<file path="config.mk">
export PLATFORM = sky130hd
export DESIGN_NAME = inst_fetch_stage
export DESIGN_NICKNAME = d
export VERILOG_FILES = /design/src/rtl/inst_fetch_stage.sv
export SDC_FILE = /design/constraint.sdc
export NUM_CORES = 1
export LEC_CHECK = 0
export ABC_AREA = 0
export BUFFER_PORTS_ARGS = -buffer_cell sky130_fd_sc_hd__buf_2
export CAP_MARGIN = 40
export CORE_ASPECT_RATIO = 1.2
export CORE_MARGIN = 4
export CORE_UTILIZATION = 47
export DETAILED_ROUTE_END_ITERATION = 16
export GPL_ROUTABILITY_DRIVEN = 0
export HOLD_SLACK_MARGIN = 0.08
export PLACE_DENSITY = 0.78
export SYNTH_ARGS = -nofsm -noshare
export SYNTH_HDL_FRONTEND = slang
export SYNTH_SLANG_ARGS = --single-unit
export TNS_END_PERCENT = 30
</file>
<file path="constraint.sdc">
create_clock -name clk -period 3.4 [get_ports clk]
set_input_delay 0.85 -clock clk [delete_from_list [all_inputs] [get_ports clk]]
set_output_delay 0.85 -clock clk [all_outputs]
set_load 0.005 [all_outputs]
</file>
<file path="src/rtl/inst_fetch_stage.sv">
// Instruction fetch stage: owns the PC, buffers cache hits in a small FIFO toward decode.
// Optional FETCH_PERF_EN macro enables the push and miss-cycle performance counters.
module inst_fetch_stage #(
  parameter logic [31:0] RESET_PC     = 32'h0000_0000,
  parameter int unsigned BUF_DEPTH    = 2,
  parameter int unsigned MISS_TIMEOUT = 255
) (
  input  logic        clk,
  input  logic        reset,
  output logic [31:0] cache_addr,
  input  logic [31:0] cache_data,
  input  logic        cache_ready,
  input  logic        redirect_valid,
  input  logic [31:0] redirect_pc,
  output logic        out_valid,
  input  logic        out_ready,
  output logic [31:0] out_inst,
  output logic [31:0] out_pc,
  output logic        miss_err,
  output logic [31:0] perf_fetched,
  output logic [31:0] perf_miss_cycles
);

  localparam int unsigned AW = $clog2(BUF_DEPTH);
  localparam logic [15:0] TMO = 16'(MISS_TIMEOUT);

  typedef enum logic [1:0] {FETCH, MISS, STALL} state_t;

  state_t      state, state_n;
  logic [31:0] pc;
  logic [15:0] miss_cnt, cnt_n;
  logic        err_set;
  logic [AW:0] wr_ptr, rd_ptr;
  logic [31:0] inst_mem [BUF_DEPTH];
  logic [31:0] pc_mem   [BUF_DEPTH];
  logic        empty, full, pop, space, push;
  logic        unused_redirect_lsbs;

  assign unused_redirect_lsbs = ^redirect_pc[1:0];

  assign empty = (wr_ptr == rd_ptr);
  assign full  = (wr_ptr[AW] != rd_ptr[AW]) && (wr_ptr[AW-1:0] == rd_ptr[AW-1:0]);

  assign out_valid  = !empty;
  assign out_inst   = inst_mem[rd_ptr[AW-1:0]];
  assign out_pc     = pc_mem[rd_ptr[AW-1:0]];
  assign cache_addr = pc;

  // Space counts a same-cycle pop, so a full FIFO can push and pop together.
  assign pop   = out_valid && out_ready && !redirect_valid;
  assign space = !full || (out_valid && out_ready);
  assign push  = !redirect_valid && cache_ready && space;

  always_comb begin
    state_n = state;
    cnt_n   = miss_cnt;
    if (redirect_valid) begin
      state_n = FETCH;
      cnt_n   = '0;
    end else if (state == MISS) begin
      if (cache_ready) begin
        state_n = space ? FETCH : STALL;
        cnt_n   = '0;
      end else begin
        cnt_n = (miss_cnt >= TMO) ? TMO : miss_cnt + 16'd1;
      end
    end else if (state == FETCH || space) begin
      // STALL with space frees up and behaves exactly like FETCH.
      if (!cache_ready) begin
        state_n = MISS;
        cnt_n   = 16'd1;
      end else begin
        state_n = space ? FETCH : STALL;
      end
    end
    err_set = (state_n == MISS) && (cnt_n == TMO);
  end

  always_ff @(posedge clk or negedge reset) begin
    if (!reset) begin
      pc       <= RESET_PC;
      state    <= FETCH;
      miss_cnt <= '0;
      miss_err <= 1'b0;
      wr_ptr   <= '0;
      rd_ptr   <= '0;
      inst_mem <= '{default: '0};
      pc_mem   <= '{default: '0};
    end else begin
      state    <= state_n;
      miss_cnt <= cnt_n;
      if (err_set) miss_err <= 1'b1;
      if (redirect_valid) begin
        pc     <= {redirect_pc[31:2], 2'b00};
        rd_ptr <= wr_ptr;
      end else begin
        if (push) begin
          inst_mem[wr_ptr[AW-1:0]] <= cache_data;
          pc_mem[wr_ptr[AW-1:0]]   <= pc;
          wr_ptr                   <= wr_ptr + (AW+1)'(1);
          pc                       <= pc + 32'd4;
        end
        if (pop) rd_ptr <= rd_ptr + (AW+1)'(1);
      end
    end
  end

`ifdef FETCH_PERF_EN
  logic [31:0] fetched_q, miss_cyc_q;

  always_ff @(posedge clk or negedge reset) begin
    if (!reset) begin
      fetched_q  <= '0;
      miss_cyc_q <= '0;
    end else begin
      if (push) fetched_q <= fetched_q + 32'd1;
      if (state == MISS) miss_cyc_q <= miss_cyc_q + 32'd1;
    end
  end

  assign perf_fetched     = fetched_q;
  assign perf_miss_cycles = miss_cyc_q;
`else
  assign perf_fetched     = '0;
  assign perf_miss_cycles = '0;
`endif

endmodule

</file>
==> flow_summary.yaml, run 1 <==
status:
  status: "finished clean"
grt:
  grt-ovfl-total: 0
  grt_pass1_vias: 6067
  grt_use_total_pct: 18.21
  antenna_found_initial: 3
  grt_max_degree: 78
  grt_pass1_wl_um: 30780
timing:
  fmaxAchievable_mhz: 367.5
  rsz0062_at_grt: "no"
  tightestPinTransition_ns: 0.6978
  tns_ns: 0
  drv_slew: 0
  finClkSkew_ns: 0.01014
  finalCritPeriodShare_pct: 80.03
  hold_viol: 0
  final.min_clock_period_ns: 2.721
  setup_slack_ns: 0.6791
  setup_violations: 0
  fin_hold_ws_ns: 0.4564
  slew_headroom_pct: 53.48
floorplanning:
  die-height_um: 158.1
  die_w_um: 133.1
  fp-row-count: 54
  start_util_pct: 48.20
  ios: 231
  die_area_um2: 21040
  coreArea_um2: 18310
logic_synthesis:
  synthCells: 737
  synth_edf_count: 0
  syn_area_per_cell_um2: 11.98
  syn_area_um2: 8826
  synth_warnings: 0
  ys_seq_elements: 177
  synth-main-ff-cell: "dfrtp_1"
  yosysUniqueCellTypes: 52
  synth-seq-area-share_pct: 50.18
  async_flop_share_pct: 100.0
detailed_routing:
  avgViaCountPerCell: 5.141
  drt_wl_total_um: 19220
  drc: 0
  num_vias: 5969
  drt_iter0_markers: 250
  drtPass1Iterations: 4
  wl_per_cell_um: 16.56
  ant_nets: 0
clock_tree:
  ctsResizeCount: 0
  clk_pin_slew_worst_paths_ns: 0.07
  cts_buffers: 17
  cts-htree-levels: 4
  cts_hold_buf: 0
  clk_latency_ns: 0.42
  cts.sinks: 177
  cts_setup_buffers: 0
  cts.path.max_buffers: 2
  cts_root_buf: "clkbuf_16"
  tritoncts: "yes"
place:
  portBuffers: 160
  dp_hpwl_um: 13410
  dp_slack_ns: 0.6073
finish:
  synthToLayoutAreaGrowth_pct: 16.36
  nets: 966
  layout_common_cells: "185 x mux2_2, 176 x dfrtp_1, 160 x buf_2"
  drive_gt1_share_pct: 45.09
  final_common_cell: "mux2_2"
min_path:
  holdCritPathClass: "input pin to asynchronous set/reset pin"
worst_setup_path:
  worst_setup_path_start_kind: "flop"
  critPathMaxFanout: 39
  worst-setup-path-type: "flop to primary output"
  cp.arrival_ns: 1.87
  worstPathRequired_ns: 2.55
  critPathCaptureType: "primary output"
power_and_ir_drop:
  power.density_nw_per_um2: 803.6
  vdd_drop_max_mv: 0.4614
  p_leak_nw: 4.730
flow_run:
  maxCapViolCount: 0
-- layout make-up --
cell class,instances,area [um^2]
antenna,2,5.005
clock buffer,19,452.9
clock inverter,12,132.6
fill,1563,8040
inverter,8,30.03
multi-input combinational,514,3946
sequential,177,4431
tap,252,315.3
timing repair buffer,177,957.2
-- through the flow --
step | util (%) | instance area [um^2] | total power, mW | std cells
2_1_floorplan | - | 9077 | 5.274 | 804
3_3_place_gp | 52.84 | 9674 | 6.265 | 1127
3_5_place_dp | 52.86 | 9679 | 6.385 | 1128
4_1_cts | 56.06 | 10260 | 8.353 | 1159
5_1_grt | 56.09 | 10270 | 8.771 | 1161
6_report | 56.09 | 10270 | 8.252 | 1161
-- registers in the layout, indices dropped and copies added, names as in the netlist --
name        count
inst_mem       64
state           2
cache_addr     30
wr_ptr          2
rd_ptr          2
miss_cnt       16
miss_err        1
pc_mem         60
-- worst paths after layout --
check	cells after the start	startpoint	to	slack, ns
setup / recovery	3	rd_ptr[0]$_DFFE_PN0P_	out_inst[2]	0.68
hold / removal	1	reset	pc_mem[44]$_DFFE_PN0P_	0.46
setup reg to reg	6	wr_ptr[0]$_DFFE_PN0P_	inst_mem[14]$_DFFE_PN0P_	0.84
hold reg to reg	1	miss_err$_DFFE_PN0P_	miss_err$_DFFE_PN0P_	0.48
max in group asynchronous	2	reset	inst_mem[42]$_DFFE_PN0P_	2.18
min in group clk	1	miss_err$_DFFE_PN0P_	miss_err$_DFFE_PN0P_	0.48
-- cells in the mapped netlist (2+ instances only) --
library cell	number	area, um^2
o22ai_1	2	12.51
and3_2	2	15.01
o21ai_0	32	160.2
and3_1	9	56.30
a311oi_1	3	26.28
or2_2	2	12.51
dfrtp_1	177	4429
nor2b_1	2	12.51
nand4_1	10	62.56
nand2_1	54	202.7
a21oi_1	12	60.06
xnor2_1	24	210.2
o21ai_1	6	30.03
ha_1	2	25.02
and2_1	3	18.77
a31oi_1	2	12.51
mux2_2	185	2083
clkbuf_1	17	63.81
and4_1	3	26.28
nor4_1	5	31.28
buf_2	16	80.08
buf_4	70	525.5
mux2i_1	2	20.02
or4_1	3	22.52
nor3_2	4	40.04
xor2_1	16	140.1
nand3_1	8	40.04
a211oi_1	3	22.52
or3_1	2	12.51
inv_1	8	30.03
nor3_1	16	80.08
nor2_1	17	63.81
-- logic make-up (layout without fill, tap and decap cells) --
logic type	count (synthesis)	in the layout	share of synthesized area, %
AOI/OAI and AO/OA	70	70	4.863
xor gates and xnor gates	40	40	3.969
adders and majority gates	2	2	0.2835
buffers and inverters	113	216	8.095
DFF	177	177	50.18
muxes	187	187	23.83
other	1	70	0.04249
and+or+nand+nor	147	147	8.733
-- metal layers --
layer	global-route usage, %	up-vias	wire length (um)
met5	0	-	13
met4	5.781	2	363
met3	5.181	24	1297
met2	32.58	193	9780
met1	21.28	2980	7770
li1	-	2770	-
-- critical path, cell delays in order, from the launching register on --
cell,delay (ns)
dfrtp_2,0.41
buf_4,0.48
mux2_2,0.41
buf_2,0.13
-- power breakdown --
group,switching [mW],leakage [nW],internal [mW]
clock network,0.819,0.282,1.12
logic,1.24,2.28,1.71
registers,0.457,2.17,2.91
Power figures use the tool's default switching activity.
==> run 2: changes to the inputs <==
--- a/config.mk
+++ b/config.mk
@@ -14,7 +14,7 @@
 export DETAILED_ROUTE_END_ITERATION = 16
 export GPL_ROUTABILITY_DRIVEN = 0
 export HOLD_SLACK_MARGIN = 0.08
-export PLACE_DENSITY = 0.78
+export PLACE_DENSITY = 0.81
 export SYNTH_ARGS = -nofsm -noshare
 export SYNTH_HDL_FRONTEND = slang
 export SYNTH_SLANG_ARGS = --single-unit
==> constraint.sdc (replaced) <==
create_clock -name clk -period 2.3 [get_ports clk]
set_input_delay 0.575 -clock clk [delete_from_list [all_inputs] [get_ports clk]]
set_output_delay 0.575 -clock clk [all_outputs]
set_load 0.005 [all_outputs]
==> flow_summary.yaml, run 2 (synthesis gave the netlist of run 1 again) <==
place:
  portBuffers: 160
  dp_hpwl_um: 13910
  dp_slack_ns: 0.01249
detailed_routing:
  avgViaCountPerCell: 5.116
  topRoutingLayerUsed: "met5"
  wl_met1_um: 8128
  drc: 0
  ant_nets: 0
  wl_met3_um: 1308
  num_vias: 6093
  drt_iter0_markers: 396
  drt_wl_total_um: 19560
  dr_wl_met2_um: 9720
  drtPass1Iterations: 4
  wl_per_cell_um: 16.42
clock_tree:
  cts_hold_buf: 0
  cts_root_buf: "clkbuf_16"
  cts.sinks: 177
  clk_latency_ns: 0.43
  cts.path.max_buffers: 2
  clk_pin_slew_worst_paths_ns: 0.07
  cts_setup_buffers: 0
  cts_buffers: 17
  tritoncts: "yes"
  cts-htree-levels: 4
worst_setup_path:
  cp.arrival_ns: 1.66
  critPathCaptureType: "primary output"
  critPathBufInv: 2
  worst-setup-path-type: "flop to primary output"
  worstPathRequired_ns: 1.73
  worst_setup_path_start_kind: "flop"
  cp_cell_sequence: "buf_12 > mux2_2 > buf_2"
  cpLargestDelayFamily: "flip-flops"
  cpMaxStageDelayCell: "dfrtp_2"
  critPathMaxFanout: 27
  max_stage_delay_ns: 0.47
timing:
  rsz0062_at_grt: "yes"
  finalCritPeriodShare_pct: 96.97
  setup_violations: 0
  fmaxAchievable_mhz: 448.4
  finClkSkew_ns: 0.01018
  drv_slew: 0
  final.min_clock_period_ns: 2.230
  hold_viol: 0
  setup_slack_ns: 0.06963
  tightestPinTransition_ns: 0.6223
  tns_ns: 0
  slew_headroom_pct: 58.51
min_path:
  holdCritPathClass: "input pin to asynchronous set/reset pin"
floorplanning:
  die-height_um: 158.1
  die_area_um2: 21040
  start_util_pct: 48.20
  coreArea_um2: 18310
  die_w_um: 133.1
  ios: 231
  fp-row-count: 54
power_and_ir_drop:
  power.total_mw: 12.47
  power.density_nw_per_um2: 1177
  vdd_drop_max_mv: 0.6787
  p_leak_nw: 4.907
finish:
  regMostFlops: "inst_mem"
  drive_gt1_share_pct: 47.28
  nets: 995
  synthToLayoutAreaGrowth_pct: 20.07
  final_common_cell: "mux2_2"
  layout_common_cells: "185 x mux2_2, 176 x dfrtp_1, 159 x buf_2"
  largest_reg_flops: 64
grt:
  grt-ovfl-total: 0
  grt_use_total_pct: 18.75
  antenna_found_initial: 3
  grt_pass1_wl_um: 31390
  grt_pass1_vias: 6241
  grt_max_degree: 86
status:
  status: "finished clean"
flow_run:
  maxCapViolCount: 0
-- run 2: cell types whose count changed in the layout (fill, tap and decap cells not counted), moves of 2 or more --
cell        before  now
clkinvlp_4       3    1
buf_4           14   38
buf_12           2    8
or4_4            0    2
or4_1            3    1
inv_8            0    2
a311oi_1         3    1
a311oi_2         0    2
-- run 2: worst paths after layout --
path / to / start / cells past startpoint / slack, ns
max: out_pc[8] / rd_ptr[0]$_DFFE_PN0P_ / 3 / 0.07
min: pc_mem[11]$_DFFE_PN0P_ / reset / 2 / 0.15
max reg2reg: miss_err$_DFFE_PN0P_ / miss_cnt[14]$_DFF_PN0_ / 7 / 0.09
min reg2reg: miss_err$_DFFE_PN0P_ / miss_err$_DFFE_PN0P_ / 1 / 0.47
max in group asynchronous: rd_ptr[0]$_DFFE_PN0P_ / reset / 2 / 1.59
min in group clk: cache_addr[14]$_DFFE_PN0N_ / redirect_pc[14] / 3 / 0.35
-- run 2: layout make-up --
type                       instances  area (um^2)
sequential                       177         4431
antenna                            2        5.005
inverter                           8        30.03
timing repair buffer             206         1252
fill                            1504         7712
clock inverter                    13        148.9
tap                              252        315.3
clock buffer                      19        442.9
multi-input combinational        514         3973
-- run 2: metrics by stage --
stage | std cells | hold slack, ns | area, um^2 | util [%]
global route | 1191 | 0.1816 | 10600 | 57.88
detailed placement | 1157 | 0.4614 | 9950 | 54.34
CTS | 1189 | 0.1837 | 10550 | 57.63
floorplan | 804 | 0.2794 | 9077 | -
finish | 1191 | 0.1545 | 10600 | 57.88
global placement | 1157 | 0.4566 | 9950 | 54.34
-- run 2: power breakdown --
group	total [mW]	switching (mW)	leakage, nW	internal, mW
Clock	2.92	1.27	0.292	1.65
Sequential	4.92	0.627	2.17	4.29
Combinational	4.63	1.91	2.44	2.72
-- run 2: routing by layer --
metal	global-route usage, %	vias up
li1	-	2825
met1	22.43	3047
met2	31.66	192
met3	6.230	27
met4	7.153	2
met5	0	-
-- run 2: what timing repair did --
item | CTS | global route
resized for setup | 3 | 8
pin swaps | 0 | 1
endpoints found under the setup margin | 53 | 34
endpoints found under the hold margin | 0 | 0
==> run 3: changes to the inputs <==
--- a/config.mk
+++ b/config.mk
@@ -15,6 +15,7 @@
 export GPL_ROUTABILITY_DRIVEN = 0
 export HOLD_SLACK_MARGIN = 0.08
 export PLACE_DENSITY = 0.81
+export SETUP_SLACK_MARGIN = 0.4
 export SYNTH_ARGS = -nofsm -noshare
 export SYNTH_HDL_FRONTEND = slang
 export SYNTH_SLANG_ARGS = --single-unit
==> flow_summary.yaml, run 3 (synthesis gave the netlist of run 1 again) <==
worst_setup_path:
  r2r-start: "rd_ptr[0]$_DFFE_PN0P_"
  cp_cell_sequence: "buf_12 > clkbuf_16 > mux2_2 > buf_2"
  worst-setup-path-type: "flop to primary output"
  crit_end: "out_inst[21]"
  cpMaxStageDelayCell: "dfrtp_4"
  r2r-end: "inst_mem[38]$_DFFE_PN0P_"
  worst_setup_path_start_kind: "flop"
  worstPathRequired_ns: 1.73
  critPathCaptureType: "primary output"
  rr_worst_depth: 8
  cp.arrival_ns: 1.74
  cp-startpoint: "rd_ptr[0]$_DFFE_PN0P_"
  max_stage_delay_ns: 0.55
  worst-r2r-setup-slack_ns: 0.04
  critPathMaxFanout: 7
grt:
  grt_pass1_wl_um: 35540
  met1_usage_pct: 26.53
  grt_max_degree: 110
  use_met3_pct: 5.308
  grt_use_total_pct: 21.39
  grt-ovfl-total: 0
  grt.busiest_layer: "met2"
  grtUsageMet2_pct: 36.54
  antenna_found_initial: 4
  grt_pass1_vias: 6723
timing:
  rsz0062_at_grt: "yes"
  final.min_clock_period_ns: 2.313
  hold_viol: 0
  setup_violations: 10
  fmaxAchievable_mhz: 432.4
  finClkSkew_ns: 0.01897
  setup_slack_ns: -0.01284
  finalCritPeriodShare_pct: 100.6
  slew_headroom_pct: 59.83
  tightestPinTransition_ns: 0.6026
  drv_slew: 0
power_and_ir_drop:
  clkPwrFrac_pct: 18.9
  comb_power_share_pct: 47.8
  switching_share_pct: 31.75
  power.switching_mw: 4.924
  power.density_nw_per_um2: 1236
  p_int_mw: 10.58
  vdd_drop_max_mv: 0.7108
  p_leak_nw: 6.083
  seq_power_share_pct: 33.4
finish:
  largest_reg_flops: 64
  regMostFlops: "inst_mem"
  area.sequential_um2: 4441
  multiInputGateArea_um2: 5127
  fill_cells: 1188
  layout_common_cells: "170 x dfrtp_1, 149 x mux2_4, 122 x buf_2"
  nets: 1023
  drive_gt1_share_pct: 56.89
  final_common_cell: "dfrtp_1"
  utilization_pct: 68.54
  synthToLayoutAreaGrowth_pct: 42.19
clock_tree:
  cts_root_buf: "clkbuf_16"
  cts-htree-levels: 4
  tritoncts: "yes"
  cts_buffers: 17
  cts.path.max_buffers: 2
  cts_hold_buf: 0
  cts.sinks: 177
  clk_latency_ns: 0.44
  clk_pin_slew_worst_paths_ns: 0.07
detailed_routing:
  drt_iter0_markers: 434
  drt_wl_total_um: 25670
  num_vias: 6637
  ant_nets: 0
  drc: 0
  wl_per_cell_um: 21.05
  drtPass1Iterations: 5
  avgViaCountPerCell: 5.445
place:
  dp_slack_ns: 0.08728
  portBuffers: 160
  dp_hpwl_um: 13890
floorplanning:
  die-height_um: 158.1
  start_util_pct: 48.20
  fp-row-count: 54
  die_w_um: 133.1
  ios: 231
  coreArea_um2: 18310
  die_area_um2: 21040
status:
  status: "finished with violations"
  failed_checks: "negative setup slack"
flow_run:
  maxCapViolCount: 0
min_path:
  holdCritPathClass: "input pin to asynchronous set/reset pin"
## run 3: worst min path at each step
stage / slack (ns) / from / cells past startpoint / end
floorplan: 0.28 / reset / 0 / cache_addr[10]$_DFFE_PN0N_
global placement: 0.45 / miss_err$_DFFE_PN0P_ / 1 / miss_err$_DFFE_PN0P_
detailed placement: 0.47 / miss_err$_DFFE_PN0P_ / 1 / miss_err$_DFFE_PN0P_
CTS: 0.14 / reset / 2 / pc_mem[44]$_DFFE_PN0P_
global route: 0.14 / reset / 2 / pc_mem[44]$_DFFE_PN0P_
finish: 0.11 / reset / 2 / pc_mem[12]$_DFFE_PN0P_
## run 3: layer usage
metal / vias up / routed length (um)
li1: 2894 / -
met1: 3416 / 10180
met2: 280 / 13320
met3: 41 / 1648
met4: 6 / 470
met5: - / 42
## run 3: power by group through the flow
stage | Clock [mW] | Combinational (mW) | Sequential [mW]
3_5_place_dp | 0 | 4.89 | 5.05
5_1_grt | 3.09 | 7.79 | 5.30
2_1_floorplan | 0 | 3.38 | 4.82
6_report | 2.93 | 7.41 | 5.17
4_1_cts | 2.95 | 6.71 | 5.08
3_3_place_gp | 0 | 4.77 | 4.96
## run 3: repair_timing
action	CTS	global route
cloned	5	10
hold endpoints to repair	0	0
gates resized for setup	228	81
pin swaps	70	76
buffers inserted	13	13
endpoints found under the setup margin	198	232
## run 3: layout make-up
type | instances | area share (%)
Antenna cell | 2 | 0.03988
Clock buffer | 17 | 3.390
Clock inverter | 15 | 1.306
Inverter | 8 | 0.2393
Multi-Input combinational cell | 514 | 40.86
Sequential cell | 177 | 35.38
Tap cell | 252 | 2.512
Timing Repair Buffer | 234 | 16.27
## run 3: critical path, delay by kind of cell, from the launching register on
family                 cells  cell delay [ns]
DFF                        1             0.55
muxes                      1             0.27
buffers and inverters      3             0.47
## run 3: stage by stage
stage               std cells  hold slack (ns)  power (mW)   TNS (ns)  instance area, um^2
floorplan                 804           0.2794       8.199          0                 9366
global placement         1144           0.4496       9.730          0                10080
detailed placement       1144           0.4656       9.945          0                10080
CTS                      1194           0.1421       14.75  -0.008666                11840
global route             1218           0.1447       16.18    -0.7458                12550
finish                   1219           0.1147       15.51   -0.05831                12550
